**config.mk**
```make
export PLATFORM = sky130hd
export DESIGN_NAME = i2c_arbiter
export DESIGN_NICKNAME = d
export VERILOG_FILES = /design/src/rtl/i2c_arbiter.sv
export SDC_FILE = /design/constraint.sdc
export NUM_CORES = 1
export LEC_CHECK = 0
export CORE_UTILIZATION = 30
export DETAILED_ROUTE_END_ITERATION = 16
export PLACE_DENSITY = 0.69
export SYNTH_ARGS = -nofsm -noshare
export SYNTH_HDL_FRONTEND = slang
export SYNTH_SLANG_ARGS = --single-unit
```
**constraint.sdc**
```tcl
create_clock -name clk_i -period 4.3 [get_ports clk_i]
set_input_delay 1.075 -clock clk_i [delete_from_list [all_inputs] [get_ports clk_i]]
set_output_delay 1.075 -clock clk_i [all_outputs]
set_load 0.05 [all_outputs]
```
**src/rtl/i2c_arbiter.sv**
```systemverilog
// Round-robin arbiter that shares one I2C byte engine between NREQ requesters.
// The winner's byte count and payload are latched at grant time. The engine
// completion is routed back only to the granted requester.
// Optional macro I2C_ARB_TIMEOUT_EN adds a WAIT-state watchdog that pulses
// err_o after TIMEOUT-1 cycles. Without the macro, err_o is tied low.
module i2c_arbiter #(
    parameter int NREQ    = 3,
    parameter int NBYTES  = 3,
    parameter int TIMEOUT = 2000000
) (
    input  logic                              clk_i,
    input  logic                              rst_i,
    input  logic [NREQ-1:0]                   req_i,
    input  logic [NREQ*$clog2(NBYTES)-1:0]    nbytes_i,
    input  logic [NREQ*NBYTES*8-1:0]          data_i,
    output logic [NREQ-1:0]                   grant_o,
    output logic [NREQ-1:0]                   done_o,
    output logic [NREQ-1:0]                   err_o,
    input  logic                              eng_ready_i,
    input  logic                              eng_done_i,
    output logic                              eng_send_o,
    output logic [$clog2(NBYTES)-1:0]         eng_nbytes_o,
    output logic [NBYTES*8-1:0]               eng_data_o
);

    localparam int                 IW  = $clog2(NREQ);
    localparam int                 NBW = $clog2(NBYTES);
    localparam int                 DW  = NBYTES * 8;
    localparam int unsigned        NR  = NREQ;
    localparam logic [NREQ-1:0]    ONE = NREQ'(1);

    if (NREQ < 2 || TIMEOUT < 2) begin : g_param_check
        $error("i2c_arbiter: NREQ and TIMEOUT must both be >= 2");
    end

    typedef enum logic [1:0] {IDLE, ISSUE, WAIT, RELEASE} state_t;

    state_t          state_q, state_d;
    logic [IW-1:0]   last_q, last_d;
    logic [IW-1:0]   win_q, win_d;
    logic [NREQ-1:0] grant_d, done_d;
    logic            send_d;
    logic [NBW-1:0]  nbytes_d;
    logic [DW-1:0]   data_d;
    logic            pick_valid;
    logic [IW-1:0]   pick;

`ifdef I2C_ARB_TIMEOUT_EN
    localparam int   CW = $clog2(TIMEOUT);
    logic [CW-1:0]   tmo_q;
    logic            tmo_hit;
    logic [NREQ-1:0] err_d;

    // The counter reads TIMEOUT-1 in the cycle err_o is visible, so the
    // decision is taken one count earlier.
    assign tmo_hit = (tmo_q == CW'(TIMEOUT - 2));

    // Watchdog counter: cleared while issuing, counts every WAIT cycle
    always_ff @(posedge clk_i) begin
        if (rst_i || state_q == ISSUE)
            tmo_q <= '0;
        else if (state_q == WAIT)
            tmo_q <= tmo_q + CW'(1);
    end
`else
    assign err_o = '0;
`endif

    // Rotating-priority pick: first request scanning last+1, last+2, ... mod NREQ
    always_comb begin
        int unsigned   idx;
        logic [IW-1:0] idx_w;
        pick_valid = 1'b0;
        pick       = '0;
        for (int unsigned i = 1; i <= NR; i++) begin
            idx   = (32'(last_q) + i) % NR;
            idx_w = IW'(idx);
            if (!pick_valid && req_i[idx_w]) begin
                pick_valid = 1'b1;
                pick       = idx_w;
            end
        end
    end

    // Next-state and next-output logic
    always_comb begin
        state_d  = state_q;
        last_d   = last_q;
        win_d    = win_q;
        grant_d  = grant_o;
        done_d   = '0;
        send_d   = 1'b0;
        nbytes_d = eng_nbytes_o;
        data_d   = eng_data_o;
`ifdef I2C_ARB_TIMEOUT_EN
        err_d    = '0;
`endif
        case (state_q)
            IDLE: begin
                if (eng_ready_i && pick_valid) begin
                    win_d    = pick;
                    grant_d  = ONE << pick;
                    nbytes_d = nbytes_i[pick*NBW +: NBW];
                    data_d   = data_i[pick*DW +: DW];
                    state_d  = ISSUE;
                end
            end
            ISSUE: begin
                send_d  = 1'b1;
                state_d = WAIT;
            end
            WAIT: begin
                if (eng_done_i) begin
                    done_d  = ONE << win_q;
                    last_d  = win_q;
                    state_d = RELEASE;
                end
`ifdef I2C_ARB_TIMEOUT_EN
                else if (tmo_hit) begin
                    err_d   = ONE << win_q;
                    last_d  = win_q;
                    state_d = RELEASE;
                end
`endif
            end
            RELEASE: begin
                if (eng_ready_i) begin
                    grant_d = '0;
                    state_d = IDLE;
                end
            end
            default: state_d = IDLE;
        endcase
    end

    // State register
    always_ff @(posedge clk_i) begin
        if (rst_i)
            state_q <= IDLE;
        else
            state_q <= state_d;
    end

    // Registered outputs, round-robin pointer and current winner
    always_ff @(posedge clk_i) begin
        if (rst_i) begin
            last_q       <= IW'(NREQ - 1);
            win_q        <= '0;
            grant_o      <= '0;
            done_o       <= '0;
            eng_send_o   <= 1'b0;
            eng_nbytes_o <= '0;
            eng_data_o   <= '0;
`ifdef I2C_ARB_TIMEOUT_EN
            err_o        <= '0;
`endif
        end else begin
            last_q       <= last_d;
            win_q        <= win_d;
            grant_o      <= grant_d;
            done_o       <= done_d;
            eng_send_o   <= send_d;
            eng_nbytes_o <= nbytes_d;
            eng_data_o   <= data_d;
`ifdef I2C_ARB_TIMEOUT_EN
            err_o        <= err_d;
`endif
        end
    end

endmodule

```
==> metrics.md <==
| Metric | Value |
|---|---|
| Avg Cell Area, Syn | `9.35 sq um` |
| Die width | `89.2 microns` |
| Slew Viols, Final | `0` |
| Max Root-Sink Buffers | `2` |
| Sequential cell area fraction in the yosys report | `34.2%` |
| Netlist cell types | `43` |
| Vias per cell | `5.14` |
| Fillers | `726` |
| Setup Buffers After CTS | `0` |
| CTS Root Cell | `clkbuf_8` |
| CP Launch Type | `input port` |
| DRT iter0 DRCs | `108` |
| Pre-CTS WS | `0.818 ns` |
| Final setup violating endpoints | `0` |
| Starting Density | `31.3%` |
| Cell Pwr Density | `480 mW/mm^2` |
| Setup TNS | `0 ns` |
| Cell area after placement | `0.00353 sq mm` |
| MaxCap Viol Count | `0` |
| Antenna diodes | `0` |
| CTS H-tree depth | `2` |
| Rel. slew slack | `47.4%` |
| Std cell rows | `31` |
| Worst reg-to-reg setup slack | `1.61 ns` |
| Residual DRC | `0` |
| GRT met2 Usage | `30.5%` |
| Warning count from the yosys run | `0` |
| Top fanout value on the critical path | `14` |
| CTS tree | `yes` |
| Fmax achieved | `316 MHz` |
| Pre-antenna DRT Iters | `4` |
| Slew @ Worst Pin | `0.789 ns` |
| Unrepaired setup endpoints after global routing | `false` |
| Worst EP arrival | `3.40 ns` |
| Top_reg_cell synth | `dfxtp_1` |
| Layer with the highest usage | `met2` |
| Worst r2r path cells | `8` |
| Mapped Area | `0.00228 sq mm` |
| Hold Path Depth | `1` |
| Met1 usage | `22.2%` |
| Avg WL per Cell | `16.2 microns` |
| Worst Clk Skew | `0.00570 ns` |
| Core Footprint | `0.00729 sq mm` |
| Post-synth EDFFs | `0` |
| Die area | `0.00796 sq mm` |
| Worst hold path type | `register to register` |
| First-pass GRT wire length | `10900 microns` |
| Nets | `448` |
| Routed via count | `2335` |
| Fin. Hold Viols | `0` |
| IO Pins | `121` |
| Critical Path RT | `4.54 ns` |
| Status | `finished clean` |
| Worst setup endpoint | `eng_data_o[7]` |
| Met3 usage | `5.08%` |
| Final WL | `7350 microns` |
| CP Capture Type | `register` |
| Worst IR Drop VDD | `0.225 mV` |
| Port bufs | `117` |
| Cells after Synth | `244` |
| Critical R2R Launch | `last_q[0]` |
| Reg-to-reg critical path endpoint | `eng_data_o[7]` |
| GP Congestion | `0.826` |
| Total track usage | `18.0%` |
| Clk sinks | `39` |
| Worst setup path category | `input port to register` |
| Post-route setup slack | `1.13 ns` |
| Post-cts sizing count | `0` |
| CP startpoint | `req_i[1]` |
| Total power | `1.74 mW` |
| Reg clk slew, reported paths | `0.08 ns` |
| Area Growth Syn to Fin | `58.7%` |
| Share of cells above drive strength 1 | `6.20%` |
| # hold bufs at CTS | `0` |
| Largest net degree at the start of global routing | `56` |
| CTS buffer count | `5` |
| Initial antenna violation count | `0` |
| LEAKAGE | `1.29 nW` |
| Design Area, Final | `0.00362 sq mm` |
| Min Clock Period, post-route | `3.17 ns` |
| Detailed placement HPWL | `5240 microns` |
| Crit share post-route | `73.6%` |
| Yosys reg bits | `39` |
| Routed Antenna Nets | `0` |
| Die height | `89.2 microns` |
| Post-synth ARST share | `0%` |
| Clock Latency Late Sink | `0.29 ns` |
| Grt ovf | `0` |
| Number of global-route vias before repair | `2277` |
[layer usage]
| metal | share of wire (%) | routed length, microns | vias to the layer above |
|---|---|---|---|
| met4 | 1.4 | 106 | 0 |
| met5 | 0 | 0 | - |
| met2 | 45 | 3340 | 97 |
| li1 | - | - | 1158 |
| met3 | 9.2 | 674 | 12 |
| met1 | 44 | 3230 | 1068 |
[sequential cells by signal, indices dropped and copies added (netlist names)]
name / cells
win_q: 2
state_q: 2
done_o: 3
grant_o: 3
eng_data_o: 24
last_q: 2
eng_send_o: 1
eng_nbytes_o: 2
[worst min-delay path by stage]
stage | endpoint | start | slack, ns
after floorplan | done_o[1] | win_q[1] | 0.46
after global routing | eng_data_o[0] | eng_data_o[0] | 0.49
after detailed placement | eng_data_o[3] | eng_data_o[3] | 0.45
final | eng_data_o[3] | eng_data_o[3] | 0.47
after global placement | eng_data_o[21] | eng_data_o[21] | 0.45
after CTS | eng_data_o[3] | eng_data_o[3] | 0.47
[power breakdown]
group	leakage [nW]	switching [mW]	internal, mW
sequential	0.319	0.0557	0.453
clock	0.0412	0.134	0.114
combinational	0.925	0.570	0.413
total	1.29	0.759	0.980
[cells in the mapped netlist (4+ instances only)]
library cell	number	area share [%]
clkbuf_1	12	2.0
dfxtp_1	39	34
nor2b_1	4	1.1
a32o_1	28	12
nand3b_1	5	1.6
nor2_1	4	0.66
a21oi_1	6	1.3
ha_1	9	4.9
o21a_1	26	8.6
or3_1	53	15
nand2_1	5	0.82
inv_1	7	1.2
[final cells by class]
class,instances,area (sq um),area share [%]
multi-input combinational,179,1400,38.5
timing repair buffer,122,1210,33.4
sequential,39,781,21.6
tap,99,124,3.42
clock buffer,6,72.6,2.00
inverter,7,26.3,0.726
clock inverter,2,12.5,0.346
[logic make-up (layout without fill, tap and decap cells)]
| kind of cell | count (synthesis) | count (layout) | share of synthesized area [%] |
|---|---|---|---|
| AND/OR/NAND/NOR | 85 | 85 | 23.1 |
| AO/OA/AOI/OAI | 76 | 76 | 28.4 |
| flip-flops | 39 | 39 | 34.2 |
| buffers and inverters | 28 | 137 | 5.70 |
| adder cells (fa/ha/maj) | 9 | 9 | 4.94 |
| multiplexers | 6 | 6 | 3.51 |
| other | 1 | 3 | 0.164 |
[layout by cell type, fill, tap and decap left out, types with 2 or more instances in the layout]
cell type and n:
o211a_1 2, nand3_1 3, buf_4 5, o21a_1 26, or3_1 53, mux2i_1 2
a32o_1 28, nor4b_1 3, nand2_1 5, inv_1 7, conb_1 3, clkdlybuf4s50_1 117
nor2_1 4, o21ai_0 3, dfxtp_1 39, ha_1 9, nand3b_1 5, nor3b_1 2
mux2_2 2, nor2b_1 4, clkbuf_8 5, a21oi_1 6
[per-stage QoR]
stage / std cells / hold slack [ns] / utilization (%)
2_1_floorplan: 246 / 0.459 / -
3_3_place_gp: 446 / 0.447 / 48.5
5_1_grt: 454 / 0.492 / 49.6
6_report: 454 / 0.470 / 49.6
3_5_place_dp: 446 / 0.454 / 48.5
4_1_cts: 454 / 0.473 / 49.6
[critical path, cell delays in order]
cell and delay [ns]:
clkdlybuf4s50_1 0.54, nand3b_1 0.22, a21boi_0 0.25, a311oi_4 0.68, buf_4 0.33, o21a_1 0.15, a32o_1 0.16
Note: power is estimated with default switching activity, not from simulation.
